File: config.mk
export PLATFORM = sky130hd
export DESIGN_NAME = alu_result_queue
export DESIGN_NICKNAME = d
export VERILOG_FILES = /design/src/rtl/alu_result_queue.sv
export SDC_FILE = /design/constraint.sdc
export NUM_CORES = 1
export LEC_CHECK = 0
export BUFFER_PORTS_ARGS = -buffer_cell sky130_fd_sc_hd__buf_4
export CORE_ASPECT_RATIO = 0.8
export CORE_MARGIN = 10
export CORE_UTILIZATION = 35
export CTS_CLUSTER_SIZE = 24
export DETAILED_ROUTE_END_ITERATION = 8
export GPL_ROUTABILITY_DRIVEN = 1
export GPL_TIMING_DRIVEN = 0
export PLACE_DENSITY = 0.55
export SLEW_MARGIN = 20
export SYNTH_ARGS = -nofsm -noshare
export SYNTH_HDL_FRONTEND = slang
export SYNTH_SLANG_ARGS = --single-unit
File: constraint.sdc
create_clock -name clock -period 2.7 [get_ports clock]
set_input_delay 0.27 -clock clock [delete_from_list [all_inputs] [get_ports clock]]
set_output_delay 0.27 -clock clock [all_outputs]
set_load 0.01 [all_outputs]
File: src/rtl/alu_result_queue.sv
// rtl/alu_result_queue.sv - FIFO of ALU results with flags and overflow statistics
module alu_result_queue #(
    parameter int DEPTH = 4,
    parameter int WIDTH = 32
) (
    input  logic                       clock,
    input  logic                       reset_n,
    input  logic                       in_valid,
    input  logic [WIDTH-1:0]           in_data,
    input  logic                       in_overflow,
    input  logic                       in_zero,
    input  logic                       in_negative,
    output logic                       in_ready,
    output logic                       out_valid,
    output logic [WIDTH-1:0]           out_data,
    output logic                       out_overflow,
    output logic                       out_zero,
    output logic                       out_negative,
    input  logic                       out_ready,
    output logic [$clog2(DEPTH):0]     count,
    input  logic                       clear_sticky,
    output logic                       sticky_ovf,
    output logic [7:0]                 ovf_count
);
    localparam int AW = $clog2(DEPTH);
    localparam int CW = AW + 1;
    localparam int EW = WIDTH + 3;
    localparam logic [CW-1:0] FULL = CW'(DEPTH);

    logic [EW-1:0] mem_q [DEPTH];
    logic [AW-1:0] wr_ptr_q, wr_ptr_d;
    logic [AW-1:0] rd_ptr_q, rd_ptr_d;
    logic [CW-1:0] count_q, count_d;
    logic          sticky_q, sticky_d;
    logic [7:0]    ovf_cnt_q, ovf_cnt_d;
    logic          push, pop;
    logic [EW-1:0] head;

    assign in_ready  = (count_q != FULL);
    assign out_valid = (count_q != '0);
    assign push      = in_valid && in_ready;
    assign pop       = out_valid && out_ready;

    // Empty slots read as zero so the outputs are never X, even before the first push.
    assign head         = out_valid ? mem_q[rd_ptr_q] : '0;
    assign out_data     = head[EW-1:3];
    assign out_overflow = head[2];
    assign out_zero     = head[1];
    assign out_negative = head[0];

    assign count     = count_q;
    assign sticky_ovf = sticky_q;
    assign ovf_count = ovf_cnt_q;

    always_comb begin
        wr_ptr_d  = wr_ptr_q;
        rd_ptr_d  = rd_ptr_q;
        count_d   = count_q;
        sticky_d  = sticky_q;
        ovf_cnt_d = ovf_cnt_q;
        if (push) wr_ptr_d = wr_ptr_q + AW'(1);
        if (pop)  rd_ptr_d = rd_ptr_q + AW'(1);
        if (push && !pop)      count_d = count_q + CW'(1);
        else if (pop && !push) count_d = count_q - CW'(1);
        if (clear_sticky) begin
            sticky_d  = 1'b0;
            ovf_cnt_d = 8'd0;
        end else if (push && in_overflow) begin
            sticky_d = 1'b1;
            if (ovf_cnt_q != 8'hFF) ovf_cnt_d = ovf_cnt_q + 8'd1;
        end
    end

    always_ff @(posedge clock or negedge reset_n) begin
        if (!reset_n) begin
            wr_ptr_q  <= '0;
            rd_ptr_q  <= '0;
            count_q   <= '0;
            sticky_q  <= 1'b0;
            ovf_cnt_q <= 8'd0;
        end else begin
            wr_ptr_q  <= wr_ptr_d;
            rd_ptr_q  <= rd_ptr_d;
            count_q   <= count_d;
            sticky_q  <= sticky_d;
            ovf_cnt_q <= ovf_cnt_d;
        end
    end

    always_ff @(posedge clock) begin
        if (push) mem_q[wr_ptr_q] <= {in_data, in_overflow, in_zero, in_negative};
    end
endmodule

Word level (Yosys, flattened, before mapping)
Memory sizes are Yosys's and may differ from the RTL's.
Cells that the tools add are included.
- flip-flop bits (word level): 16
- bits in latches: 0
- RAM bits: 140
- bits in read-only memories: 0
- input port bits: 40
- output and inout bits: 49
- logic and storage cells: 35
- memories kept: 1
- $add $sub $neg: 5
- multipliers: 0
- div/mod/pow operators: 0
- order comparisons: 0
- equal/unequal tests: 2
- shifts and indexed selects: 0
- mux-type cells: 10
- bitwise gates (word level): 0
- reductions and logical operators: 12
- memory list (name ; words ; bits a word ; read ports ; clocked after Yosys merged registers in ; wr ports ; line ; RTL):
    mem_q ; 4 ; 35 ; 1 ; 0 ; 1 ; 30 ; logic [EW-1:0] mem_q [DEPTH];
- operators with widths (operator ; number):
    $mux 35 ; 1
    $mux 8 ; 3
    $add 8x1->8 const B ; 1
    $ne 8x8->1 const B ; 1
    $mux 3 ; 2
    $reduce_bool 2->1 ; 3
    $logic_and 1x1->1 ; 5
    $add 2x1->2 const B ; 2
    $mux 1 ; 4
    $add 3x1->3 const B ; 1
    $ne 3x3->1 const B ; 1
    $reduce_bool 3->1 ; 1
    $sub 3x1->3 const B ; 1
    $logic_not 1->1 ; 2
    $reduce_and 2->1 ; 1

Depth between registers and ports, before layout
Gate-level depths: netlist (run 1).
- depth in word-level cells: 6
- depth in mapped cells: 9
- depth with buffers taken out: 8

Least setup slack after synthesis (run 1)
Ideal clock, no wire load.
- kind: register to register
- from: register count_q[1], in the netlist count[1]
- to: register count_q[1], in the netlist count[1]
- data arrival time: 2126 ps
- data required time: 2575 ps
- path slack: 449 ps
- cell stages (with the launch flop): 8
- buffers on the path: 1
- period minus slack after synthesis: 2251 ps
- path through: dfrtp_1 > or3b_1 > clkbuf_2 > and2_0 > ha_1 > inv_1 > fa_1 > mux2_2
- elaborated cells between the ends (all ways): 13
- classes of those cells: 2 x add/sub; 1 x eq/ne; 2 x mux; 8 x reduce/logical
- RTL lines (element ; line ; RTL):
    from (decl) ; 33 ; logic [CW-1:0] count_q, count_d;
    from (signal assigned) ; 84 ; count_q <= count_d;
    $ne 3x3->1 ; 39 ; assign in_ready = (count_q != FULL);
    via in_ready ; 13 ; output logic in_ready,
    $logic_and 1x1->1 ; 41 ; assign push = in_valid && in_ready;
    via push ; 36 ; logic push, pop;
    $logic_and 1x1->1 ; 63 ; if (push && !pop) count_d = count_q + CW'(1);
    $mux 3 ; 63 ;
    via count_d[1] ; 33 ;
The timed path passes the listed nets, and every way through them passes these cells. The select of a mux whose other input is x is not followed.
A chain may end at the register's enable or synchronous reset.

Worst setup path in the final report (run 1)
- from: register rd_ptr_q[1]
- to: output port out_data[14]
- word-level cells in the longest chain between the ends: 2
- RTL lines (element ; line ; RTL):
    from (decl) ; 32 ; logic [AW-1:0] rd_ptr_q, rd_ptr_d;
    from (signal assigned) ; 83 ; rd_ptr_q <= rd_ptr_d;
    $mem_v2 4x35 ; n/a ;
    $mux 35 ; 45 ; assign head = out_valid ? mem_q[rd_ptr_q] : '0;
    to (decl) ; 15 ; output logic [WIDTH-1:0] out_data,
No other way between the ends.

==> metrics.cfg, run 1 <==
[status]
status=complete, no violations

[finish]
regArea_um2=4600
multi_input_area_um2=1470
n_antenna_cell=0
areaGrowthSynthToFinish_pct=27.5
nets=465
instances_no_fill=656
drive_gt1_share_pct=40.8
stdcell_area_um2=7860
fillerInstances=1544

[sta]
final-setup-viol-count=0
tightestPinTransition_ns=0.676
slew_viol_final=0
fin_tns_setup_ns=0
hold_violations=0
rsz0062_at_grt=no
finClkSkew_ns=0.00949
period_minus_slack_ns=2.53
fmax_mhz=395
maxSlewHeadroom_pct=55.0
layout_worst_path_cycle_share_pct=93.8

[global_route]
grt_pass1_wl_um=19900
antenna_found_initial=0
grt_pass1_vias=3614
grt_max_degree=21
grtUsageTotal_pct=11.3
grt-ovfl-total=0

[synthesis]
seq_area_frac_synth_pct=74.7
ys_seq_elements=156
synthDistinctLibCells=32
ys_async_sr_fraction_pct=10.3
syn_area_per_cell_um2=20.0
yosys_warnings=0
synth_edf_count=140
syn_inst=308
synthesis.area_um2=6170
syn_nets=355
synth_ff_type=edfxtp_1

[clock_tree]
clk_pin_slew_ns=0.06
cts_tree=built
cts_setup_buffers=0
insertion_delay_ns=0.41
cts.htree.levels=4
ctsRootBufferMaster=clkbuf_16
cts.sinks=156
cts_buffers=17
clock_path_buffers=2

[place]
place_area_um2=7210
gp_congestion=0.737
numPortBuffers=87
place.detailed.hpwl_um=8570
placed_cells=624

[floorplanning]
num_rows=43
chipWidth_um=168
die_h_um=139
pin_count=89
core_area_um2=17300
initial_utilization_pct=35.6
dieArea_um2=23400

[power]
power.density_nw_per_um2=1130
ir_drop_uv=542
p_total_mw=8.88
leakage_nw=2.81

[critical_path]
path_max_fanout=10
crit_path_end_kind=primary output
start_kind=flop
path_class=reg -> out
worstPathArrival_ns=2.26
crit_required_ns=2.43

[min_path]
hold_class=in -> reg

[drt]
drcViolationCount=0
wirelength_um=12900
ant_nets=0
firstDrtPassIters=4
via_per_inst=4.89
via_count=3207
drt_iter0_drc=126
wl_per_cell_um=19.7

[run]
cap_violations=0

worst paths after layout:
kind / startpoint / end / slack, ns / cells past startpoint
hold / removal: in_data[0] / mem_q[1][3]$_DFFE_PP_ / 0.05 / 1
setup / recovery: rd_ptr_q[1]$_DFFE_PN0P_ / out_data[14] / 0.17 / 5
setup reg to reg: count[1]$_DFFE_PN0P_ / count[2]$_DFFE_PN0P_ / 0.32 / 8
min in group asynchronous: reset_n / count[1]$_DFFE_PN0P_ / 0.25 / 2
max in group asynchronous: reset_n / ovf_count[7]$_DFFE_PN0P_ / 2.26 / 2
hold reg to reg: count[2]$_DFFE_PN0P_ / count[2]$_DFFE_PN0P_ / 0.52 / 1
routing by layer:
layer	global-route usage, %	wire length [µm]	part of all wire, %
met1	13.7	5610	43
met2	17.4	6270	48
met3	5.18	939	7.3
met4	3.57	128	0.99
met5	0	0	0
synthesized netlist by cell type (5+ instances only):
library cell    n  area share (%)
edfxtp_1      140              68
and2_1         35             3.6
mux4_2         35              13
dfrtp_1        16             6.5
a21oi_1         8            0.65
clkbuf_1        6            0.37
ha_1            6             1.2
inv_1           5            0.30
nand2_1         5            0.30
or4_1           5            0.61
layout by cell type (no fill, tap or decap), types with 2 or more instances in the layout:
cell	instances
or3_1	2
clkinv_1	2
nor2_1	2
xnor2_1	4
clkbuf_16	17
o31ai_1	4
inv_1	5
o21ai_0	3
buf_2	4
mux4_2	35
buf_4	89
xor2_1	2
clkinv_4	3
or3b_1	2
and3_2	4
edfxtp_1	140
or4_1	5
buf_16	3
mux2_2	2
nand2_1	5
dfrtp_1	16
clkbuf_1	4
a21oi_1	8
ha_1	6
clkbuf_2	4
clkinv_2	2
bufinv_16	5
inv_6	2
nand3_1	4
and4_4	2
and2_1	35
critical path, stage by stage (launching register included):
cell and delay (ns):
dfrtp_1 0.31, buf_2 0.24, clkbuf_1 0.55, mux4_2 0.40
and2_1 0.19, buf_4 0.15
final cells by class:
type	instances	share of cell area (%)
flip-flops and latches	156	58.6
multi-input cells	131	18.7
repair buffers	92	9.74
clock buffers	17	5.41
well taps	225	3.58
clock inverters	15	2.78
plain buffers	15	1.03
inverters	5	0.239
sequential cells by signal (all words and copies together) (netlist names):
signal	flops
mem_q	140
ovf_count	8
count	3
rd_ptr_q	2
wr_ptr_q	2
sticky_ovf	1
logic make-up after synthesis:
group / synth area share [%]
adders and majority gates: 1.54
muxes: 13.1
and+or+nand+nor: 6.63
AOI/OAI and AO/OA: 1.52
DFF: 74.7
xor gates and xnor gates: 0.852
buffers and inverters: 1.64
timing repair:
action | 4_1_cts | 5_1_grt
endpoints found under the hold margin | 16 | 0
gates resized for setup | 0 | 3
hold buffers | 1 | 0
setup endpoints to repair | 0 | 7
per-stage QoR:
stage	utilization, %	worst slack, ns	hold WS [ns]
global placement	41.0	-0.137	0.143
finish	45.4	0.167	0.0537
global route	45.4	0.00606	0.0312
floorplan	-	0.449	-0.0256
detailed placement	41.6	0.189	0.146
CTS	45.4	0.0564	0.0299
report_power, final:
| group | internal (mW) | switching [mW] |
|---|---|---|
| logic | 1.55 | 1.48 |
| clock network | 1.64 | 0.935 |
| registers | 3.16 | 0.124 |
Note: power is estimated with default switching activity, not from simulation.
==> run 2: changes to the inputs <==
--- a/config.mk
+++ b/config.mk
@@ -6,6 +6,8 @@
 export NUM_CORES = 1
 export LEC_CHECK = 0
 export BUFFER_PORTS_ARGS = -buffer_cell sky130_fd_sc_hd__buf_4
+export CELL_PAD_IN_SITES_DETAIL_PLACEMENT = 1
+export CELL_PAD_IN_SITES_GLOBAL_PLACEMENT = 1
 export CORE_ASPECT_RATIO = 0.8
 export CORE_MARGIN = 10
 export CORE_UTILIZATION = 35
@@ -13,7 +15,8 @@
 export DETAILED_ROUTE_END_ITERATION = 8
 export GPL_ROUTABILITY_DRIVEN = 1
 export GPL_TIMING_DRIVEN = 0
-export PLACE_DENSITY = 0.55
+export HOLD_SLACK_MARGIN = 0.12
+export PLACE_DENSITY = 0.62
 export SLEW_MARGIN = 20
 export SYNTH_ARGS = -nofsm -noshare
 export SYNTH_HDL_FRONTEND = slang
==> metrics.cfg, run 2 (synthesis gave the netlist of run 1 again) <==
[clock_tree]
clk_pin_slew_ns=0.06
ctsRootBufferMaster=clkbuf_16
cts_buffers=17
cts_tree=built
cts.htree.levels=4
cts.sinks=156
cts_setup_buffers=0
clock_path_buffers=2
insertion_delay_ns=0.41

[floorplanning]
core_area_um2=17300
pin_count=89
initial_utilization_pct=35.6
num_rows=43
die_h_um=139
dieArea_um2=23400
chipWidth_um=168

[finish]
largest_reg_flops=140
drive_gt1_share_pct=37.7
n_antenna_cell=0
nets=501
layout_commonest_cell=edfxtp_1
mostFrequentLayoutCells=edfxtp_1 (140), buf_4 (89), dlygate4sd3_1 (36), mux4_2 (35), and2_1 (35)
fin_util_pct=47.2
stdcell_area_um2=8170
areaGrowthSynthToFinish_pct=32.5
instances_no_fill=692
max_flop_register=mem_q

[place]
place_area_um2=7190
place.detailed.hpwl_um=8900
pre_cts_slack_ns=0.238
placed_cells=624
numPortBuffers=87
gp_congestion=0.710

[sta]
finClkSkew_ns=0.00989
finalWorstSetupSlack_ns=0.137
fmax_mhz=390
period_minus_slack_ns=2.56
rsz0062_at_grt=yes
slew_viol_final=0
layout_worst_path_cycle_share_pct=94.9
hold_ws_ns=0.168
tightestPinTransition_ns=0.675
final-setup-viol-count=0
hold_violations=0
maxSlewHeadroom_pct=55.0

[drt]
drcViolationCount=0
via_count=3334
wl_per_cell_um=19.6
drt_iter0_drc=207
via_per_inst=4.82
ant_nets=0
firstDrtPassIters=4
wirelength_um=13500

[critical_path]
start_kind=flop
crit_path_end_kind=primary output
path_max_fanout=10
crit_required_ns=2.43
path_cells=buf_2, clkbuf_1, mux4_2, and2_1, buf_4
path_class=reg -> out
cp_slowest_cell=clkbuf_1
slowest_delay_ns=0.56
worstPathArrival_ns=2.29

[power]
ir_drop_uv=449
power.density_nw_per_um2=1070
leakage_nw=2.94

[global_route]
use_met2_pct=18.5
grt-ovfl-total=0
top_usage_layer=met2
use_met1_pct=14.8
grt_pass1_vias=3815
grtUsageMet3_pct=4.90
antenna_found_initial=0
grt_max_degree=26
grtUsageTotal_pct=11.9
grt_pass1_wl_um=21300

[status]
status=complete, no violations

[run]
cap_violations=0

[min_path]
hold_class=in -> reg

## run 2: changes by cell type in the layout (fill, tap and decap cells not counted)
| cell | delta |
|---|---|
| clkinv_2 | -2 |
| clkinv_4 | -2 |
| clkbuf_1 | +3 |
| clkbuf_16 | +3 |
| buf_12 | +2 |
| clkinvlp_4 | -1 |
| inv_4 | +1 |
| dlygate4sd3_1 | +35 |
| bufinv_16 | -5 |
| inv_6 | -2 |
| clkbuf_8 | +6 |
| clkinv_1 | -2 |
| buf_16 | -2 |
| clkbuf_2 | +2 |
## run 2: final cells by class
type,instances,area (µm²)
fill,1666,9150
buffer,16,87.6
inverter,5,18.8
sequential,156,4600
tap,225,282
timing repair buffer,127,1100
multi-input combinational,131,1470
clock buffer,30,598
clock inverter,2,15.0
## run 2: worst paths after layout
kind	endpoint	slack (ns)	startpoint	depth (start not counted)
setup / recovery	out_data[16]	0.14	rd_ptr_q[1]$_DFFE_PN0P_	5
hold reg to reg	count[2]$_DFFE_PN0P_	0.52	count[2]$_DFFE_PN0P_	1
setup reg to reg	count[1]$_DFFE_PN0P_	0.33	count[1]$_DFFE_PN0P_	7
hold / removal	ovf_count[4]$_DFFE_PN0P_	0.17	clear_sticky	2
max in group asynchronous	rd_ptr_q[0]$_DFFE_PN0P_	2.26	reset_n	2
min in group asynchronous	count[2]$_DFFE_PN0P_	0.25	reset_n	2
## run 2: report_power, final
group	switching, mW	internal, mW	leakage [nW]	total, mW
Combinational	1.50	1.58	1.15	3.08
Clock	0.885	1.50	0.303	2.38
Sequential	0.130	3.16	1.49	3.29
## run 2: critical path: cells and delay by family, from the launching register on
| family | cells | cell delay (ns) |
|---|---|---|
| muxes | 1 | 0.40 |
| and+or+nand+nor | 1 | 0.20 |
| DFF | 1 | 0.33 |
| buffers and inverters | 3 | 0.96 |
## run 2: routing by layer
metal  up-vias  part of all wire [%]
met2        82                    48
li1       1519                     -
met1      1724                    45
met5         -                     0
met4         0                  0.62
met3         9                   5.9
## run 2: per-stage QoR
step	total power, mW	setup TNS (ns)
after floorplan	5.05	0
after global placement	6.35	-16.66
after detailed placement	6.48	0
after CTS	8.92	0
after global routing	9.27	-0.00578
final	8.74	0
## run 2: repair_timing
action,in CTS,in global routing
resized for setup,0,7
hold buffers,36,0
endpoints found under the setup margin,0,24
endpoints found under the hold margin,156,0
